--- config.mk ---
export PLATFORM = sky130hd
export DESIGN_NAME = divisor
export DESIGN_NICKNAME = d
export VERILOG_FILES = /design/src/rtl/div_pkg.sv /design/src/rtl/div_step.sv /design/src/rtl/divisor.sv
export SDC_FILE = /design/constraint.sdc
export NUM_CORES = 1
export LEC_CHECK = 0
export CORE_ASPECT_RATIO = 1.4
export CORE_MARGIN = 8
export CORE_UTILIZATION = 25
export DETAILED_ROUTE_END_ITERATION = 10
export PLACE_DENSITY = 0.48
export SYNTH_ARGS = -nofsm -noshare
export SYNTH_HDL_FRONTEND = slang
export SYNTH_SLANG_ARGS = --single-unit
--- constraint.sdc ---
create_clock -name clk -period 6.4 [get_ports clk]
set_clock_uncertainty 0.1 [all_clocks]
set_input_delay 0.96 -clock clk [delete_from_list [all_inputs] [get_ports clk]]
set_output_delay 0.96 -clock clk [all_outputs]
set_load 0.02 [all_outputs]
--- src/rtl/div_pkg.sv ---
// Shared definitions for the sequential signed divider: state encoding,
// default operand width and the iteration counter width.
package div_pkg;

   localparam int WIDTH_DEF = 32;
   localparam int CNT_W     = $clog2(WIDTH_DEF);

   typedef enum logic [1:0] {
      IDLE = 2'd0,
      CALC = 2'd1,
      FIX  = 2'd2,
      DONE = 2'd3
   } state_t;

endpackage

--- src/rtl/div_step.sv ---
// One restoring-division step on unsigned magnitudes: shift {rem, quo} left,
// try to subtract the divisor, and keep the difference if it did not borrow.
module div_step #(
   parameter int WIDTH = 32
) (
   input  logic [WIDTH-1:0] rem,
   input  logic [WIDTH-1:0] quo,
   input  logic [WIDTH-1:0] dvs,
   output logic [WIDTH-1:0] next_rem,
   output logic [WIDTH-1:0] next_quo
);

   logic [WIDTH:0] shifted;
   logic [WIDTH:0] trial;

   // rem < dvs <= 2^(WIDTH-1), so the shifted value never overflows WIDTH+1
   // bits and the top bit of trial is a clean borrow flag.
   always_comb begin
      shifted  = {rem, quo[WIDTH-1]};
      trial    = shifted - {1'b0, dvs};
      next_rem = trial[WIDTH] ? shifted[WIDTH-1:0] : trial[WIDTH-1:0];
      next_quo = {quo[WIDTH-2:0], ~trial[WIDTH]};
   end

endmodule

--- src/rtl/divisor.sv ---
// Sequential signed divider (MIPS div semantics): remainder on hi, quotient
// on lo, WIDTH restoring steps followed by a sign-fix cycle.
module divisor
   import div_pkg::*;
#(
   parameter int WIDTH = WIDTH_DEF
) (
   input  logic             clk,
   input  logic             reset,
   input  logic             div_control,
   input  logic [WIDTH-1:0] a,
   input  logic [WIDTH-1:0] b,
   output logic [WIDTH-1:0] hi,
   output logic [WIDTH-1:0] lo,
   output logic             busy,
   output logic             done,
   output logic             div_zero
);

   localparam int CW = (WIDTH > 1) ? $clog2(WIDTH) : 1;

   state_t           state_reg, state_next;
   logic [CW-1:0]    cnt_reg, cnt_next;
   logic [WIDTH-1:0] rem_reg, rem_next;
   logic [WIDTH-1:0] quo_reg, quo_next;
   logic [WIDTH-1:0] dvs_reg, dvs_next;
   logic [WIDTH-1:0] hi_reg, hi_next;
   logic [WIDTH-1:0] lo_reg, lo_next;
   logic             sign_q_reg, sign_q_next;
   logic             sign_r_reg, sign_r_next;
   logic             div_zero_reg, div_zero_next;

   logic [WIDTH-1:0] step_rem, step_quo;
   logic [WIDTH-1:0] a_mag, b_mag;

   // Magnitude of the most negative value wraps to itself, which is the
   // correct unsigned magnitude, so no special case is needed.
   assign a_mag = a[WIDTH-1] ? -a : a;
   assign b_mag = b[WIDTH-1] ? -b : b;

   div_step #(.WIDTH(WIDTH)) u_step (
      .rem      (rem_reg),
      .quo      (quo_reg),
      .dvs      (dvs_reg),
      .next_rem (step_rem),
      .next_quo (step_quo)
   );

   always_comb begin
      state_next    = state_reg;
      cnt_next      = cnt_reg;
      rem_next      = rem_reg;
      quo_next      = quo_reg;
      dvs_next      = dvs_reg;
      hi_next       = hi_reg;
      lo_next       = lo_reg;
      sign_q_next   = sign_q_reg;
      sign_r_next   = sign_r_reg;
      div_zero_next = div_zero_reg;

      case (state_reg)
         IDLE, DONE: begin
            if (state_reg == DONE)
               state_next = IDLE;
            if (div_control) begin
               if (b == '0) begin
                  div_zero_next = 1'b1;
                  state_next    = DONE;
               end else begin
                  div_zero_next = 1'b0;
                  rem_next      = '0;
                  quo_next      = a_mag;
                  dvs_next      = b_mag;
                  sign_q_next   = a[WIDTH-1] ^ b[WIDTH-1];
                  sign_r_next   = a[WIDTH-1];
                  cnt_next      = CW'(WIDTH - 1);
                  state_next    = CALC;
               end
            end
         end
         CALC: begin
            rem_next = step_rem;
            quo_next = step_quo;
            cnt_next = cnt_reg - CW'(1);
            if (cnt_reg == '0)
               state_next = FIX;
         end
         FIX: begin
            lo_next       = sign_q_reg ? -quo_reg : quo_reg;
            hi_next       = sign_r_reg ? -rem_reg : rem_reg;
            div_zero_next = 1'b0;
            state_next    = DONE;
         end
         default: state_next = IDLE;
      endcase
   end

   always_ff @(posedge clk or posedge reset) begin
      if (reset) begin
         state_reg    <= IDLE;
         cnt_reg      <= '0;
         rem_reg      <= '0;
         quo_reg      <= '0;
         dvs_reg      <= '0;
         hi_reg       <= '0;
         lo_reg       <= '0;
         sign_q_reg   <= 1'b0;
         sign_r_reg   <= 1'b0;
         div_zero_reg <= 1'b0;
      end else begin
         state_reg    <= state_next;
         cnt_reg      <= cnt_next;
         rem_reg      <= rem_next;
         quo_reg      <= quo_next;
         dvs_reg      <= dvs_next;
         hi_reg       <= hi_next;
         lo_reg       <= lo_next;
         sign_q_reg   <= sign_q_next;
         sign_r_reg   <= sign_r_next;
         div_zero_reg <= div_zero_next;
      end
   end

   assign hi       = hi_reg;
   assign lo       = lo_reg;
   assign busy     = (state_reg == CALC) || (state_reg == FIX);
   assign done     = (state_reg == DONE);
   assign div_zero = div_zero_reg;

endmodule

# --- Word-level counts from Yosys, hierarchy flattened ---
# Index checks and enable logic that the tools add are counted.
word_totals:
  regBits: 170
  latchBits: 0
  ramBits: 0
  mem_bits_ro: 0
  input_bits: 67
  out_inout_bits: 67
  word_cells: 59
  n_memories: 0
classes:
  n_addsub: 6
  n_mul: 0
  div_mod_pow: 0
  order_cmp: 0
  n_eq_ne: 7
  shifts: 0
  muxes: 22
  bitwise: 3
  n_reduce_logical: 11
op_table:
  columns: ["cell", "count"]
  rows:
  - ["$mux 32", 9]
  - ["$neg 32->32", 4]
  - ["$pmux 32 s2", 2]
  - ["$sub 33x32->33", 1]
  - ["$logic_not 32->1", 1]
  - ["$mux 5", 2]
  - ["$pmux 5 s2", 1]
  - ["$mux 2", 4]
  - ["$ne 2x2->1 const B", 3]
  - ["$pmux 2 s3", 1]
  - ["$reduce_and 3->1", 2]
  - ["$logic_not 5->1", 1]
  - ["$sub 5x1->5 const B", 1]
  - ["$eq 2x2->1 const B", 2]
  - ["$reduce_and 2->1", 2]
  - ["$reduce_bool 2->1", 2]
  - ["$ne 3x3->1 const B", 1]
  - ["$eq 2x1->1 const B", 1]
  - ["$logic_not 2->1", 1]
  - ["$mux 1", 2]
  - ["$not 1->1", 2]
  - ["$pmux 1 s2", 1]
  - ["$reduce_or 2->1", 1]
  - ["$logic_or 1x1->1", 1]
  - ["$xor 1x1->1", 1]

# --- Depth between registers and ports, before layout ---
depth:
  depth_word: 5
  depth_mapped: 13
  depth_no_buf: 12

# --- By module ---
# A second synthesis with hierarchy kept.
hier_totals:
  cells_unflattened: 1385
  area_unflattened_um2: 11817.6
by_module_without_submodules:
  columns: ["module", "n_inst", "cells_per_inst", "area_per_inst_um2", "seq_area_each_um2"]
  rows:
  - ["divisor", 1, 1043, 9328.9, 4254.1]
  - ["div_step", 1, 342, 2488.6, 0.0]

# --- Worst setup path before layout ---
# OpenSTA, ideal clock, no wires.
synth_timing:
  kind: "input port to flip-flop"
  start: "input a[0]"
  end: "register quo_reg[26]"
  setup_time_ps: 134
  arrival_ps: 3838
  required_ps: 6166
  setup_slack_ps: 2328
  cell_stages: 11
  path_buffers: 0
  cell_sequence: "inv_1 ha_1 or3b_2 or4_1 or4_1 or4b_1 o41ai_1 xor2_1 nor2_1 a21oi_1 o21ai_0"
synth_via:
  elab_chain_len: 5
synth_rtl:
  columns: ["item", "line", "rtl"]
  rows:
  - ["start: declaration", "divisor.sv:11", "input logic [WIDTH-1:0] a,"]
  - ["$neg 32->32", "divisor.sv:38", "assign a_mag = a[WIDTH-1] ? -a : a;"]
  - ["$mux 32", "divisor.sv:38", null]
  - ["$mux 32", "divisor.sv:66", "if (b == '0) begin"]
  - ["$mux 32", "divisor.sv:65", "if (div_control) begin"]
  - ["$pmux 32 s2", "divisor.sv:61", "case (state_reg)"]
  - ["end signal: assignment", "divisor.sv:114", "quo_reg <= quo_next;"]
  - ["end: declaration", "divisor.sv:25", "logic [WIDTH-1:0] quo_reg, quo_next;"]
# Every way passes these cells. The select of a mux whose other input is x is not followed.
# A chain may end at the register's enable or synchronous reset.

# --- Worst setup path after layout ---
layout_timing:
  start: "input b[12]"
  end: "register rem_reg[5]"
layout_via:
  elab_chain_len: 3
layout_rtl:
  columns: ["item", "line", "rtl"]
  rows:
  - ["start: declaration", "divisor.sv:12", "input logic [WIDTH-1:0] b,"]
  - ["$logic_not 32->1", "divisor.sv:66", null]
  - ["$ne 2x2->1 (no source line)", null, null]
  - ["$reduce_and 3->1 (no source line)", null, null]
  - ["end signal: assignment", "divisor.sv:113", "rem_reg <= rem_next;"]
  - ["end: declaration", "divisor.sv:24", "logic [WIDTH-1:0] rem_reg, rem_next;"]
# Every way passes these cells.

==> key figures <==
Clock network
  – Max clock buf depth: 2
  – Hold_buf cts: 0
  – TritonCTS clock tree: built
  – # resized after CTS: 0
  – CTS H-tree lvls: 4
  – Clk sinks: 170
  – Clock root cell: clkbuf_16
  – CTS buffer count: 17
  – Clk_lat worst skew: ~0.45 ns
  – Clock transition at path regs: roughly 0.070 ns
  – Postcts setup bufs: 0

Floorplan
  – Initial Utilization: 0.253
  – Core Rows: 91
  – Die width: 194 um
  – Die outline area: slightly above 50000 sq um
  – Die Y: about 270 um
  – Ports: roughly 130
  – CORE AREA: between 40000 and 50000 sq um

Status
  – Status: finished, final reports clean

Logic synthesis
  – Post-synth cell types: 56
  – Mapped Cells: between 1000 and 1500
  – Yosys warns: 0
  – Number of synthesized flops with an enable pin: 0
  – Seq cells post-synth: between 150 and 200
  – Avg Synthesized Cell Area: about 8.6 sq um
  – Synthesized cell area: roughly 11000 sq um
  – Post-synthesis async set-or-reset flop share: 1.00
  – Seq/Total Area, Yosys: 0.382
  – Most used DFF post-synth: dfrtp_1
  – Syn_nets: between 1000 and 1500

Worst setup path
  – Crit path arrival time: around 4.7 ns
  – Crit end category: flop
  – Startpoint Class: input port
  – Slowest stage delay, CP: between 0.7 and 0.8 ns
  – Setup CP Type: in2reg
  – Req. time, crit path: approximately 6.6 ns
  – Worst-path fanout max: 33
  – Worst path bufs/invs: 1
  – CP delay by family, top: simple AND/OR/NAND/NOR gates
  – Worst-path cell chain: clkdlybuf4s50_1, or4_1, nor4b_1, nand4_1, nor4_1, nand3b_1, o21ai_1, nand2_1, o21ai_0
  – Worst path slowest cell: nand2_1

Timing
  – Fin crit share: 0.705
  – Period minus WS final: roughly 4.5 ns
  – Setup violations, final: 0
  – Fin. max-slew vios: 0
  – Slew @ Worst Pin: ~1.2 ns
  – Relative slew slack: 0.220
  – RSZ-0062 raised after global routing: false
  – Fmax: about 220 MHz
  – Fin. Hold Viols: 0
  – Setup_tns: 0 ns
  – Final WS setup: between 1.5 and 2 ns

Detailed routing
  – Total Wirelength: 31200 um
  – Iteration-0 DRC Markers: 523
  – Per-cell routed wire length: approximately 16 um
  – Vias: 9330
  – Drt via density: between 4 and 5
  – Drt drc: 0
  – First-pass iteration count of the detailed router: 5
  – Final ANT Viol Nets: 0

Place
  – DP Worst Slack: approximately 1.3 ns
  – Placed Cells: around 1900
  – PortBufs: roughly 130
  – DP HPWL: about 24000 um
  – GP Congestion: a little over 0.8

Flow run
  – Max Cap Violations: 0

Final layout
  – Layout Area Growth over Synthesis: 22.5%
  – Final #Nets: between 1500 and 2000
  – N_diodes: 0
  – Fraction of layout cells with a size suffix above 1: 0.0647
  – Fill cell count: roughly 4600
  – Final Non-Filler Cells: about 2000

Power
  – P per Cell Area: 433 nW/um^2
  – Leakage power: about 5.6 nW
  – Worst ir drop on vdd: between 0.2 and 0.25 mV
  – Tot Pwr: roughly 5.9 mW

Global route
  – Number of global-route vias before repair: 9432
  – Overflow after GRT: 0
  – First-pass GRT wire length: 51300 um
  – Number of antenna violations at the first check in global routing: 0
  – Largest net degree at the start of global routing: a little under 80
  – GRT Total Usage: 0.122

Hold path
  – HP Class: reg2reg
[layout make-up]
cell class	instances	area, sq um	share of cell area
clock buffer	22	474	0.0347
clock inverter	8	143	0.0105
inverter	55	211	0.0155
multi-input combinational	1008	6460	0.473
sequential	170	4250	0.312
tap	558	698	0.0512
timing repair buffer	143	1410	0.103
[worst register-to-register path: stages, from the launching register on]
cell and delay [ns]:
dfrtp_1 0.45, ha_1 0.41, or2_2 0.35, a21oi_1 0.17, a31oi_1 0.09, a32oi_1 0.46, o21ai_0 0.24, o221ai_1 0.32
xnor2_2 0.14, buf_4 0.48, mux2_2 0.43, o22ai_1 0.10
[cell usage after synthesis, types with 3 or more instances]
master,number,area share
inv_1,55,0.019
o31ai_1,34,0.023
o21ai_0,141,0.063
nor3_1,5,0.0022
a211oi_1,3,0.0020
nor4_1,6,0.0034
or2_2,8,0.0045
dfrtp_1,170,0.38
or4_4,10,0.010
xnor2_1,52,0.041
nand2_1,134,0.045
nand3b_1,3,0.0020
nand3_1,12,0.0054
o31a_1,4,0.0031
or4_1,21,0.014
or3_1,15,0.0084
o21bai_1,3,0.0020
nand4_1,7,0.0039
nand2b_1,10,0.0056
o211ai_1,6,0.0040
nor2_1,126,0.042
a41oi_1,3,0.0024
o21ai_2,4,0.0031
a31oi_1,4,0.0022
nor2b_1,7,0.0039
xor2_1,100,0.079
o22ai_1,4,0.0022
a21o_1,10,0.0067
a31o_2,4,0.0031
o41ai_1,16,0.013
mux2_2,14,0.014
buf_1,9,0.0030
a21oi_1,138,0.062
mux2i_1,34,0.031
clkbuf_1,59,0.020
ha_1,41,0.046
[per-stage QoR]
| stage | hold WS, ns | area (sq um) | util |
|---|---|---|---|
| final | 0.379 | 13600 | 0.310 |
| after global placement | 0.364 | 13000 | 0.296 |
| after CTS | 0.386 | 13600 | 0.310 |
| after global routing | 0.421 | 13600 | 0.310 |
| after floorplan | 0.343 | 11100 | - |
| after detailed placement | 0.366 | 13000 | 0.296 |
[worst paths after layout]
kind | from | endpoint | slack, ns | cells past startpoint
max | b[12] | rem_reg[5] | 1.88 | 9
min | dvs_reg[25] | dvs_reg[25] | 0.38 | 2
max reg2reg | rem_reg[11] | rem_reg[0] | 2.55 | 11
min reg2reg | dvs_reg[25] | dvs_reg[25] | 0.38 | 2
max in group asynchronous | reset | hi[0] | 4.17 | 3
min in group asynchronous | reset | hi[30] | 0.80 | 2
[power by group]
group          internal [mW]  leakage [nW]  switching (mW)
clock network          0.678         0.302           0.427
registers               1.51          2.08           0.373
logic                   1.22          3.27            1.70
total                   3.41          5.65            2.51
[kinds of logic (layout without fill, tap and decap cells)]
kind of cell             Yosys count  in the layout  synth area share
flip-flops                       170            170             0.382
AO/OA/AOI/OAI                    391            391             0.205
adder cells (fa/ha/maj)           42             42            0.0478
XOR/XNOR                         152            152             0.119
AND/OR/NAND/NOR                  375            375             0.160
buffers and inverters            123            228            0.0414
multiplexers                      48             48            0.0447
[routing by layer]
metal	wire length [um]	vias up	global-route usage
li1	-	4780	-
met1	14100	4342	0.149
met2	14900	171	0.206
met3	1320	37	0.0273
met4	764	0	0.0465
met5	0	-	0
[placed cells by master (no fill, tap or decap), drive strengths merged, types with 17 or more instances in the layout]
cell type      instances
dfrtp                170
o21ai                145
a21oi                140
nand2                134
clkdlybuf4s50        133
nor2                 126
xor2                 100
inv                   55
xnor2                 52
ha                    41
mux2i                 34
o31ai                 34
or4                   31
clkbuf                22
or3                   17
No activity file was read; power rests on OpenSTA's default activity.
